<file path="src/rtl/req_encoder32_pkg.sv">
// req_encoder32_pkg: shared CPU index constants and popcount helper for the request encoder.
package req_encoder32_pkg;
    localparam int N_REQ = 32;
    localparam int W_IDX = 5;

    typedef logic [W_IDX-1:0] idx_t;
    typedef logic [W_IDX:0]   cnt_t;

    function automatic cnt_t popcount(input logic [N_REQ-1:0] v);
        cnt_t c;
        c = '0;
        for (int i = 0; i < N_REQ; i++)
            c = c + cnt_t'(v[i]);
        return c;
    endfunction
endpackage

</file>
<file path="src/rtl/req_encoder32_prio_find32.sv">
// prio_find32: combinational search for the first set bit at or after start, wrapping N-1 -> 0.
module prio_find32
    import req_encoder32_pkg::*;
#(
    parameter int N = N_REQ,
    parameter int W = W_IDX
) (
    input  logic [N-1:0] vec,
    input  logic [W-1:0] start,
    output logic [W-1:0] idx,
    output logic         any
);
    logic [N-1:0] rot;
    logic [W-1:0] off;

    // rotate so that start lands at bit 0, then take the lowest set bit
    assign rot = N'({vec, vec} >> start);

    always_comb begin
        off = '0;
        for (int i = N - 1; i >= 0; i--)
            if (rot[i]) off = W'(i);
    end

    assign idx = off + start;
    assign any = |vec;
endmodule

</file>
<file path="src/rtl/req_encoder32.sv">
// req_encoder32: sticky 32-to-5 request encoder issuing pending indices over valid/ready.
module req_encoder32
    import req_encoder32_pkg::*;
#(
    parameter int N           = N_REQ,
    parameter int W           = W_IDX,
    parameter bit ROUND_ROBIN = 1'b0
) (
    input  logic         clk,
    input  logic         reset,
    input  logic [N-1:0] req,
    input  logic         en,
    output logic         out_valid,
    output logic [W-1:0] out_idx,
    input  logic         out_ready,
    output logic [N-1:0] pend,
    output logic [W:0]   pend_cnt
);
    logic         load;
    logic         has;
    logic [W-1:0] sel;
    logic [W-1:0] ptr;
    logic [N-1:0] take;
    logic [N-1:0] pend_next;

    prio_find32 #(.N(N), .W(W)) u_find (
        .vec  (pend),
        .start(ROUND_ROBIN ? ptr : '0),
        .idx  (sel),
        .any  (has)
    );

    assign load      = !out_valid || out_ready;
    assign take      = load && has ? N'(1) << sel : '0;
    // new requests are OR-ed in after the clear so a same-edge set wins
    assign pend_next = (pend & ~take) | (en ? req : '0);

    always_ff @(posedge clk or posedge reset) begin
        if (reset) begin
            pend      <= '0;
            pend_cnt  <= '0;
            out_valid <= 1'b0;
            out_idx   <= '0;
            ptr       <= '0;
        end else begin
            pend     <= pend_next;
            pend_cnt <= popcount(pend_next);
            if (load) begin
                out_valid <= has;
                if (has) begin
                    out_idx <= sel;
                    ptr     <= sel + W'(1);
                end
            end
        end
    end
endmodule

</file>
<file path="config.mk">
export PLATFORM = sky130hd
export DESIGN_NAME = req_encoder32
export DESIGN_NICKNAME = d
export VERILOG_FILES = /design/src/rtl/req_encoder32_pkg.sv /design/src/rtl/req_encoder32_prio_find32.sv /design/src/rtl/req_encoder32.sv
export SDC_FILE = /design/constraint.sdc
export NUM_CORES = 1
export LEC_CHECK = 0
export CAP_MARGIN = 20
export CORE_MARGIN = 4
export CORE_UTILIZATION = 55
export CTS_CLUSTER_SIZE = 20
export DETAILED_ROUTE_END_ITERATION = 10
export DONT_BUFFER_PORTS = 1
export GPL_ROUTABILITY_DRIVEN = 0
export PLACE_DENSITY = 0.76
export SLEW_MARGIN = 20
export SYNTH_ARGS = -nofsm -noshare
export SYNTH_HDL_FRONTEND = slang
export SYNTH_SLANG_ARGS = --single-unit
</file>
<file path="constraint.sdc">
create_clock -name clk -period 19.6 [get_ports clk]
set_input_delay 2.94 -clock clk [delete_from_list [all_inputs] [get_ports clk]]
set_output_delay 2.94 -clock clk [all_outputs]
set_load 0.02 [all_outputs]
</file>
==> parameters.txt <==
Parameter                              Value

Status
  Outcome    complete, no violations

Synthesis
  Top_reg_cell synth    dfrtp_1
  Mean cell area of the mapped netlist    9.71 um^2
  Post-Syn Instances    between 300 and 400
  Number of flip-flops and latches in the synthesized netlist    44
  Dominant cell by count in the synthesized netlist    dfrtp_1
  Top cell type's share of synthesized area    between 30% and 40%
  Mapped Area    ~0.0033 mm^2
  Yosys top cell by area    dfrtp_1
  Synthesized Nets    between 400 and 500
  Proportion of synthesized flip-flops having asynchronous set or reset    100%
  Synth Warn #    0
  Number of distinct library cell variants in the gate-level netlist after synthesis    58
  Commonest cells in the synthesized netlist    dfrtp_1, inv_1, a21oi_1
  Number of flops mapped to enable cells by yosys    0
  Ranking of synthesized cells by area    dfrtp_1, fa_1, a21oi_1, a41o_1, a41oi_1
  Post-synthesis sequential area ratio    approximately a third

Setup path
  Largest fanout on the critical path    14
  Critical path data arrival time    8680 ps
  Kind of end point of the critical path    flop
  Path type of the worst setup path    in -> reg
  Required time at the worst-slack endpoint    19790 ps
  Critical path startpoint    out_ready
  Worst r2r src    pend[9]
  Category of the worst setup path launch point    input pin

Power
  PwrDens    ~66 mW/mm^2
  Static Leak    1.45 nW
  Worst vdd rail ir drop    about 45 uV

Layout
  Layout overhead on the synthesized area    2.87%
  Fraction of final layout cells with drive strength greater than 1    ~6%
  Number of diodes added for antenna fixing    0
  # nets final    a little under 400
  Layout filler cell count    approximately 500

STA
  Slew at the pin closest to its max-slew limit    827 ps
  Max-slew headroom at the worst pin    a little over two fifths
  Setup repair after global routing missed its margin    no
  Final hold violation count    0
  Fin Setup TNS    0 ps
  Maximum operating frequency    around 120 MHz
  Post-route clock skew    between 5 and 6 ps
  Count of final max-slew check failures    0
  Period minus WS final    8490 ps
  Final critical-path setup slack    between 10000 and 15000 ps
  Share of the clock period used by the worst path    43.3%
  Total setup violations reported at the end of the flow    0

Clocking
  Hold buffers post-CTS    0
  TritonCTS clock tree    yes
  Inserted Clock Buffers    5
  Maximum clock insertion buffer count    2
  CTS sink cnt    44
  Cell chosen for the clock root    clkbuf_8
  Worst-Skew Late Latency    roughly 300 ps
  Clock transition at path regs    80 ps
  Number of instances resized during post-cts repair    0
  Post-CTS setup buffer count    0
  CTS HTree Levels    2

Drt
  Vias per cell    approximately 7
  Aggregate routed wire length    between 8000 and 9000 um
  Total vias in the final route    2791
  Detailed Routing Iterations Pass 1    6
  Drt wl/cell    between 20 and 25 um
  Drc violations    0
  Initial DRC count    ~310
  Number of nets with antenna violations after routing    0

Global route
  Number of global-route vias before repair    2783
  Overall fraction of global-route tracks in use    around a quarter
  First-pass GRT wire length    between 10000 and 15000 um
  Total gr overflow    0
  Initial antenna violation count    0
  Largest net degree at the start of global routing    57

Job
  Max_cap viols    0

Floorplan
  Initial Util    roughly 58%
  Placeable Area    0.00564 mm^2
  Chip Width    85.1 um
  Die Ht    between 80 and 90 um
  Die area    approximately 0.0072 mm^2
  Site Rows    27
  # IOs    80

Hold path
  Type of the tightest min-delay check    reg -> reg
  Launch point of the worst hold path    out_idx[2]

Placement
  Hpwl dp    just under 7000 um
  Setup Slack @ Placement    approximately 11000 ps
  Number of port buffers    0
[state kept, by name (all words and copies together), names as in the netlist]
| name | count |
|---|---|
| pend_cnt | 6 |
| out_idx | 5 |
| out_valid | 1 |
| pend | 32 |
[path summary, 6_finish.rpt]
path / endpoint / slack, ps / cells past startpoint
min: out_idx[2] / 630 / 2
max reg2reg: pend_cnt[4] / 12340 / 22
max: pend_cnt[4] / 11110 / 20
min in group asynchronous: pend[6] / 2510 / 1
max in group asynchronous: pend[20] / 16610 / 2
min reg2reg: out_idx[2] / 630 / 2
[cells in the final DEF, fill, tap and decap left out, drive strengths merged, types with 4 or more instances in the layout]
cell    netlist  routed
o21ai         9       9
inv          39      39
nand2        26      26
clkbuf        4       8
nand4         4       4
a22o          8       8
a21oi        36      36
or4           4       4
fa           24      24
nor2         24      24
a41o         18      18
nand3         6       6
a41oi        20      20
dfrtp        44      44
ha            7       7
[power by group]
group | leakage, nW | switching [mW] | internal, mW
logic | 0.976 | 0.0294 | 0.0190
registers | 0.432 | 0.0158 | 0.0990
clock network | 0.0455 | 0.0303 | 0.0288
total | 1.45 | 0.0755 | 0.147
[layout make-up]
type	count	area [um^2]	share of cell area [%]
flip-flops and latches	44	1100	32.7
well taps	72	90.1	2.68
multi-input cells	237	1900	56.6
inverters	39	146	4.35
clock buffers	8	90.1	2.68
repair buffers	3	35.0	1.04
[metal layers]
metal	global-route usage, %	wire [um]	share of wire [%]	vias to the layer above
met4	8.78	248	2.8	0
li1	-	-	-	1234
met5	0	0	0	-
met2	39.1	4210	47	166
met1	31.3	3340	37	1362
met3	10.5	1110	12	29
[critical path, cell delays in order]
cell     delay (ps)
or2b_1          380
nand3_1         210
nor2_1          680
a41o_1          300
fa_1            450
fa_1            540
inv_1            50
fa_1            510
inv_1            60
fa_1            570
fa_1            440
fa_1            480
inv_1            70
ha_1            170
inv_1            60
fa_1            400
inv_1            70
a21o_1          100
a21oi_1          70
xnor2_1         120
[per-stage QoR]
| stage | area (um^2) | utilization, % | total power [mW] | instances | hold slack, ps |
|---|---|---|---|---|---|
| floorplan | 3270 | - | 0.155 | 337 | 587 |
| global placement | 3260 | 57.7 | 0.163 | 394 | 618 |
| detailed placement | 3260 | 57.7 | 0.165 | 394 | 623 |
| CTS | 3350 | 59.3 | 0.224 | 402 | 642 |
| global route | 3370 | 59.7 | 0.235 | 403 | 653 |
| finish | 3370 | 59.7 | 0.222 | 403 | 630 |
[kinds of logic after synthesis]
| kind of cell | count (synthesis) | share of synthesized area, % |
|---|---|---|
| adder cells (fa/ha/maj) | 31 | 17.4 |
| AND/OR/NAND/NOR | 83 | 12.5 |
| AO/OA/AOI/OAI | 119 | 27.2 |
| buffers and inverters | 56 | 8.18 |
| XOR/XNOR | 3 | 0.803 |
| multiplexers | 1 | 0.344 |
| flip-flops | 44 | 33.6 |
Note: power is estimated with default switching activity, not from simulation.
